<file path="src/rtl/instr_mem_loader.sv">
// instr_mem_loader: writes a little-endian byte-stream image into instruction memory and
// holds the CPU in reset until the image is complete. Optional macro: INSTR_MEM_LOADER_CHECKSUM_EN.
module instr_mem_loader #(
    parameter int ADDR_WIDTH = 10,
    parameter int MAX_WORDS  = 2 ** ADDR_WIDTH
) (
    input  logic                  clk,
    input  logic                  reset_n,
    input  logic                  start,
    input  logic [7:0]            in_data,
    input  logic                  in_valid,
    output logic                  in_ready,
    output logic                  mem_wren,
    output logic [ADDR_WIDTH-1:0] mem_address,
    output logic [31:0]           mem_write_data,
    output logic                  cpu_reset_n,
    output logic                  busy,
    output logic                  done,
    output logic                  error,
    output logic [ADDR_WIDTH:0]   word_count
);
    localparam int          CW      = ADDR_WIDTH + 1;
    localparam logic [32:0] MAX_EXT = 33'(MAX_WORDS);

    // ST_LAST is the commit cycle of the final write, so the CPU is released only afterwards.
`ifdef INSTR_MEM_LOADER_CHECKSUM_EN
    typedef enum logic [2:0] {ST_IDLE, ST_HEADER, ST_LOAD, ST_LAST, ST_CHECK, ST_DONE, ST_ERROR} state_t;
`else
    typedef enum logic [2:0] {ST_IDLE, ST_HEADER, ST_LOAD, ST_LAST, ST_DONE, ST_ERROR} state_t;
`endif

    state_t                state_reg, state_next;
    logic [1:0]            byte_cnt_reg;
    logic [7:0]            lane_reg [3];
    logic [CW-1:0]         n_words_reg;
    logic [CW-1:0]         word_count_reg;
    logic                  mem_wren_reg;
    logic [ADDR_WIDTH-1:0] mem_address_reg;
    logic [31:0]           mem_write_data_reg;
    logic                  in_ready_reg;
    logic                  busy_reg;
    logic                  done_reg;
    logic                  error_reg;
    logic                  cpu_reset_n_reg;

    logic                  accept;
    logic                  byte_accept;
    logic                  word_last_byte;
    logic [31:0]           word_full;
    logic                  n_over;
    logic                  last_word;
    logic                  start_ok;
    logic                  wr_fire;
    logic                  next_in_check;
    logic                  sum_ok;

    assign accept         = in_valid & in_ready_reg;
    assign byte_accept    = accept & ((state_reg == ST_HEADER) | (state_reg == ST_LOAD));
    assign word_last_byte = byte_accept & (byte_cnt_reg == 2'd3);
    assign word_full      = {in_data, lane_reg[2], lane_reg[1], lane_reg[0]};
    assign n_over         = {1'b0, word_full} > MAX_EXT;
    assign last_word      = (word_count_reg + CW'(1)) == n_words_reg;
    assign start_ok       = start & ((state_reg == ST_IDLE) | (state_reg == ST_DONE) |
                                     (state_reg == ST_ERROR));
    assign wr_fire        = (state_reg == ST_LOAD) & word_last_byte;

`ifdef INSTR_MEM_LOADER_CHECKSUM_EN
    logic [7:0] sum_reg;
    logic [7:0] sum_plus;

    assign sum_plus      = sum_reg + in_data;
    assign sum_ok        = (sum_plus == 8'd0);
    assign next_in_check = (state_next == ST_CHECK);

    always_ff @(posedge clk or negedge reset_n) begin
        if (!reset_n) begin
            sum_reg <= 8'd0;
        end else if (start_ok) begin
            sum_reg <= 8'd0;
        end else if (byte_accept) begin
            sum_reg <= sum_plus;
        end
    end
`else
    assign sum_ok        = 1'b0;
    assign next_in_check = 1'b0;
`endif

    // The 2-bit byte counter steers each accepted byte into its little-endian lane.
    generate
        for (genvar gi = 0; gi < 3; gi++) begin : g_lane
            always_ff @(posedge clk or negedge reset_n) begin
                if (!reset_n) begin
                    lane_reg[gi] <= 8'd0;
                end else if (byte_accept && (byte_cnt_reg == 2'(gi))) begin
                    lane_reg[gi] <= in_data;
                end
            end
        end
    endgenerate

    always_comb begin
        state_next = state_reg;
        case (state_reg)
            ST_IDLE, ST_DONE, ST_ERROR: begin
                if (start) state_next = ST_HEADER;
            end
            ST_HEADER: begin
                if (word_last_byte) begin
                    if (word_full == 32'd0) begin
`ifdef INSTR_MEM_LOADER_CHECKSUM_EN
                        state_next = ST_CHECK;
`else
                        state_next = ST_DONE;
`endif
                    end else if (n_over) begin
                        state_next = ST_ERROR;
                    end else begin
                        state_next = ST_LOAD;
                    end
                end
            end
            ST_LOAD: begin
                if (word_last_byte && last_word) begin
`ifdef INSTR_MEM_LOADER_CHECKSUM_EN
                    state_next = ST_CHECK;
`else
                    state_next = ST_LAST;
`endif
                end
            end
            ST_LAST: state_next = ST_DONE;
`ifdef INSTR_MEM_LOADER_CHECKSUM_EN
            ST_CHECK: begin
                if (accept) state_next = sum_ok ? ST_DONE : ST_ERROR;
            end
`endif
            default: state_next = ST_IDLE;
        endcase
    end

    always_ff @(posedge clk or negedge reset_n) begin
        if (!reset_n) begin
            state_reg          <= ST_IDLE;
            byte_cnt_reg       <= 2'd0;
            n_words_reg        <= '0;
            word_count_reg     <= '0;
            mem_wren_reg       <= 1'b0;
            mem_address_reg    <= '0;
            mem_write_data_reg <= 32'd0;
            in_ready_reg       <= 1'b0;
            busy_reg           <= 1'b0;
            done_reg           <= 1'b0;
            error_reg          <= 1'b0;
            cpu_reset_n_reg    <= 1'b0;
        end else begin
            state_reg       <= state_next;
            // Status outputs are decoded from the next state so they line up with state_reg.
            in_ready_reg    <= (state_next == ST_HEADER) | (state_next == ST_LOAD) | next_in_check;
            busy_reg        <= (state_next == ST_HEADER) | (state_next == ST_LOAD) |
                               (state_next == ST_LAST) | next_in_check;
            done_reg        <= (state_next == ST_DONE);
            cpu_reset_n_reg <= (state_next == ST_DONE);
            error_reg       <= (state_next == ST_ERROR);
            mem_wren_reg    <= wr_fire;

            if (wr_fire) begin
                mem_address_reg    <= word_count_reg[ADDR_WIDTH-1:0];
                mem_write_data_reg <= word_full;
            end
            if ((state_reg == ST_HEADER) && word_last_byte) begin
                n_words_reg <= word_full[CW-1:0];
            end

            if (start_ok) begin
                byte_cnt_reg    <= 2'd0;
                word_count_reg  <= '0;
                mem_address_reg <= '0;
            end else begin
                if (byte_accept) byte_cnt_reg <= byte_cnt_reg + 2'd1;
                if (mem_wren_reg) word_count_reg <= word_count_reg + CW'(1);
            end
        end
    end

    assign in_ready       = in_ready_reg;
    assign mem_wren       = mem_wren_reg;
    assign mem_address    = mem_address_reg;
    assign mem_write_data = mem_write_data_reg;
    assign cpu_reset_n    = cpu_reset_n_reg;
    assign busy           = busy_reg;
    assign done           = done_reg;
    assign error          = error_reg;
    assign word_count     = word_count_reg;

endmodule

</file>
<file path="config.mk">
export PLATFORM = sky130hd
export DESIGN_NAME = instr_mem_loader
export DESIGN_NICKNAME = d
export VERILOG_FILES = /design/src/rtl/instr_mem_loader.sv
export SDC_FILE = /design/constraint.sdc
export NUM_CORES = 1
export LEC_CHECK = 0
export BUFFER_PORTS_ARGS = -buffer_cell sky130_fd_sc_hd__buf_2
export CAP_MARGIN = 30
export CORE_ASPECT_RATIO = 1.1
export CORE_MARGIN = 1
export CORE_UTILIZATION = 40
export CTS_BUF_LIST = sky130_fd_sc_hd__clkbuf_4
export DETAILED_ROUTE_END_ITERATION = 10
export PLACE_DENSITY = 0.7
export SYNTH_ARGS = -nofsm -noshare
export SYNTH_HDL_FRONTEND = slang
export SYNTH_SLANG_ARGS = --single-unit
</file>
<file path="constraint.sdc">
create_clock -name clk -period 6.8 [get_ports clk]
set_clock_uncertainty 0.05 [all_clocks]
set_input_delay 0.68 -clock clk [delete_from_list [all_inputs] [get_ports clk]]
set_output_delay 0.68 -clock clk [all_outputs]
set_load 0.05 [all_outputs]
</file>
==> impl_metrics.sql <==
INSERT INTO impl_metrics (metric_group, metric, value, unit) VALUES
('power_and_ir_drop', 'p_leak', '2.40', 'nW'),
('route', 'route.final.wire_length', '8870', 'um'),
('route', 'vias', '2883', ''),
('clocking', 'cts_buffer_depth', '2', ''),
('synth', 'synth-seq-area-share', '0.569', ''),
('critical_path', 'reg2reg_from', 'word_count[0]', ''),
('die', 'io-pin-count', '71', ''),
('clocking', 'tritoncts_num_sinks', '98', ''),
('synth', 'yosysWarningCount', '0', ''),
('die', 'die_w', '101', 'um'),
('synth', 'proportion_of_synthesized_flip_flops_having_asynchronous_set_or_reset', '1.00', ''),
('finish', 'num_antenna_cells', '0', ''),
('power_and_ir_drop', 'internal_power', '1.10', 'mW'),
('critical_path', 'critical_path_arrival', '2.78', 'ns'),
('critical_path', 'cp.buffers_inverters', '0', ''),
('synth', 'syn-mean-instance-area', '12.4', 'um^2'),
('sta', 'final_period_minus_worst_setup_slack', '2.44', 'ns'),
('outcome', 'run_status', 'completed', ''),
('clocking', 'post_cts_buffers', '0', ''),
('place', 'weighted_congestion_at_the_end_of_routability_driven_global_placement', '0.836', ''),
('synth', 'ys_types', '45', ''),
('die', 'initial_utilization', '0.413', ''),
('power_and_ir_drop', 'p_sw_frac', '0.390', ''),
('route', 'detailedRoute.firstIterationViolations', '76', ''),
('sta', 'timing.final.setup_violations', '0', ''),
('synth', 'synth-edff-count', '0', ''),
('clocking', 'clock_tree_from_tritoncts', 'built', ''),
('sta', 'relSlewSlack', '0.450', ''),
('sta', 'final.period_utilization', '0.359', ''),
('route', 'route.detailed.vias_per_inst', '5.09', ''),
('finish', 'layout-area-overhead-vs-synth', '15.1', '%'),
('finish', 'post_route_cells_drive_above_1_share', '0.383', ''),
('critical_path', 'r2r-end', 'error', ''),
('power_and_ir_drop', 'net-switching-power', '0.705', 'mW'),
('place', 'dp_hpwl', '6300', 'um'),
('job', 'max_cap_viol_count', '0', ''),
('clocking', 'clock_tree.htree_level_count', '3', ''),
('global_routing', 'grt_start_max_net_pins', '62', ''),
('power_and_ir_drop', 'power_per_cell_area', '365', 'nW/um^2'),
('power_and_ir_drop', 'portion_of_total_power_attributed_to_the_clock_network', '0.185', ''),
('die', 'row_count', '39', ''),
('synth', 'postSynthNetCount', '364', ''),
('place', 'place_inst', '550', ''),
('critical_path', 'worst-r2r-cell-count', '7', ''),
('synth', 'netlist_top_cells_count', '98 x dfrtp_1, 66 x mux2_2, 35 x nand2_1', ''),
('critical_path', 'criticalPathCategory', 'reg2reg', ''),
('clocking', 'cts-resized-gates', '0', ''),
('critical_path', 'timing.critical_path.from', 'word_count[0]', ''),
('sta', 'tightest_slew', '0.822', 'ns'),
('synth', 'yosysMostFrequentCell', 'dfrtp_1', ''),
('die', 'core', '10400', 'um^2'),
('critical_path', 'crit_chain', 'ha_1 > xor3_1 > o32a_1 > o221a_1 > nor3_1 > a31o_2 > and2_1', ''),
('worst_hold_path', 'min_path_type', 'in2async', ''),
('critical_path', 'timing.critical_path.fanout_max', '8', ''),
('synth', 'synth_cells', '347', ''),
('route', 'detail_route.first_pass.iterations', '4', ''),
('global_routing', 'grt_antenna_before_repair', '0', ''),
('sta', 'fin_setup_tns', '0', 'ns'),
('die', 'dieArea', '11200', 'um^2'),
('route', 'routed_wire_length_per_instance', '15.7', 'um'),
('route', 'drc', '0', ''),
('power_and_ir_drop', 'worst_ir_drop_vdd', '0.000150', 'V'),
('power_and_ir_drop', 'p_seq_frac', '0.499', ''),
('clocking', 'cts.clk_slew.worst_paths', '0.16', 'ns'),
('sta', 'timing.final.hold_violations', '0', ''),
('synth', 'synth-seq-cells', '98', ''),
('critical_path', 'cp-endpoint', 'error', ''),
('finish', 'final_net_count', '435', ''),
('sta', 'clock.fmax', '409', 'MHz'),
('global_routing', 'grt_overflow_total', '0', ''),
('place', 'port_buffers', '70', '');
==> metal layers <==
layer	wire [um]	vias up	GRT usage
li1	-	1357	-
met1	4030	1436	0.227
met2	4270	81	0.274
met3	500	9	0.0429
met4	73	0	0.0464
met5	0	-	0
==> cell usage in the layout, fill, tap and decap left out, types with 8 or more instances in the layout <==
master | netlist | final
xor2_1 | 8 | 8
buf_2 | 6 | 69
dfrtp_1 | 98 | 98
nor2_1 | 23 | 22
clkbuf_4 | 0 | 9
nand3_1 | 8 | 8
mux2_2 | 66 | 66
o21ai_0 | 15 | 15
xnor2_1 | 15 | 15
nand2_1 | 35 | 35
==> final cells by class <==
type	count	area, um^2	area share
repair buffers	73	375	0.0756
multi-input cells	232	1790	0.360
clock inverters	7	86.3	0.0174
well taps	143	179	0.0361
clock buffers	9	67.6	0.0136
inverters	4	15.0	0.00303
flip-flops and latches	98	2450	0.494
==> power groups by stage <==
stage | registers (mW) | logic, mW | clock network [mW]
after floorplan | 0.953 | 0.374 | 0
after global placement | 0.904 | 0.559 | 0
after detailed placement | 0.916 | 0.577 | 0
after CTS | 0.903 | 0.579 | 0.341
after global routing | 0.930 | 0.625 | 0.362
final | 0.903 | 0.572 | 0.335
==> cells by family (layout without fill, tap and decap cells) <==
kind of cell | Yosys count | count (layout) | share of synthesized area
multiplexers | 69 | 69 | 0.179
flip-flops | 98 | 98 | 0.569
adder cells (fa/ha/maj) | 5 | 5 | 0.0145
XOR/XNOR | 24 | 24 | 0.0522
AND/OR/NAND/NOR | 104 | 104 | 0.119
AO/OA/AOI/OAI | 30 | 30 | 0.0461
buffers and inverters | 17 | 93 | 0.0200
==> worst register-to-register path, delay by kind of cell, from the launching register on <==
| kind | cells | cell delay [ns] |
|---|---|---|
| AO/OA/AOI/OAI | 3 | 0.64 |
| flip-flops | 1 | 0.54 |
| XOR/XNOR | 1 | 0.46 |
| AND/OR/NAND/NOR | 2 | 0.36 |
| adder cells (fa/ha/maj) | 1 | 0.35 |
==> worst min path at each step <==
stage | to | cells past startpoint | start | slack, ns
finish | mem_address[3] | 1 | reset_n | 0.11
global route | mem_address[3] | 1 | reset_n | 0.12
CTS | mem_address[1] | 1 | reset_n | 0.12
detailed placement | mem_write_data[21] | 1 | mem_write_data[21] | 0.44
global placement | mem_write_data[9] | 1 | mem_write_data[9] | 0.44
floorplan | busy | 0 | reset_n | 0.33
==> through the flow <==
stage	area, um^2	setup WS [ns]	total power, mW	utilization	hold WS, ns
4_1_cts	4960	4.33	1.82	0.475	0.118
2_1_floorplan	4310	4.30	1.33	-	0.334
3_3_place_gp	4800	4.29	1.46	0.460	0.438
3_5_place_dp	4810	4.26	1.49	0.460	0.441
6_report	4960	4.36	1.81	0.475	0.112
5_1_grt	4960	4.16	1.92	0.475	0.125
No activity file was read; power rests on OpenSTA's default activity.
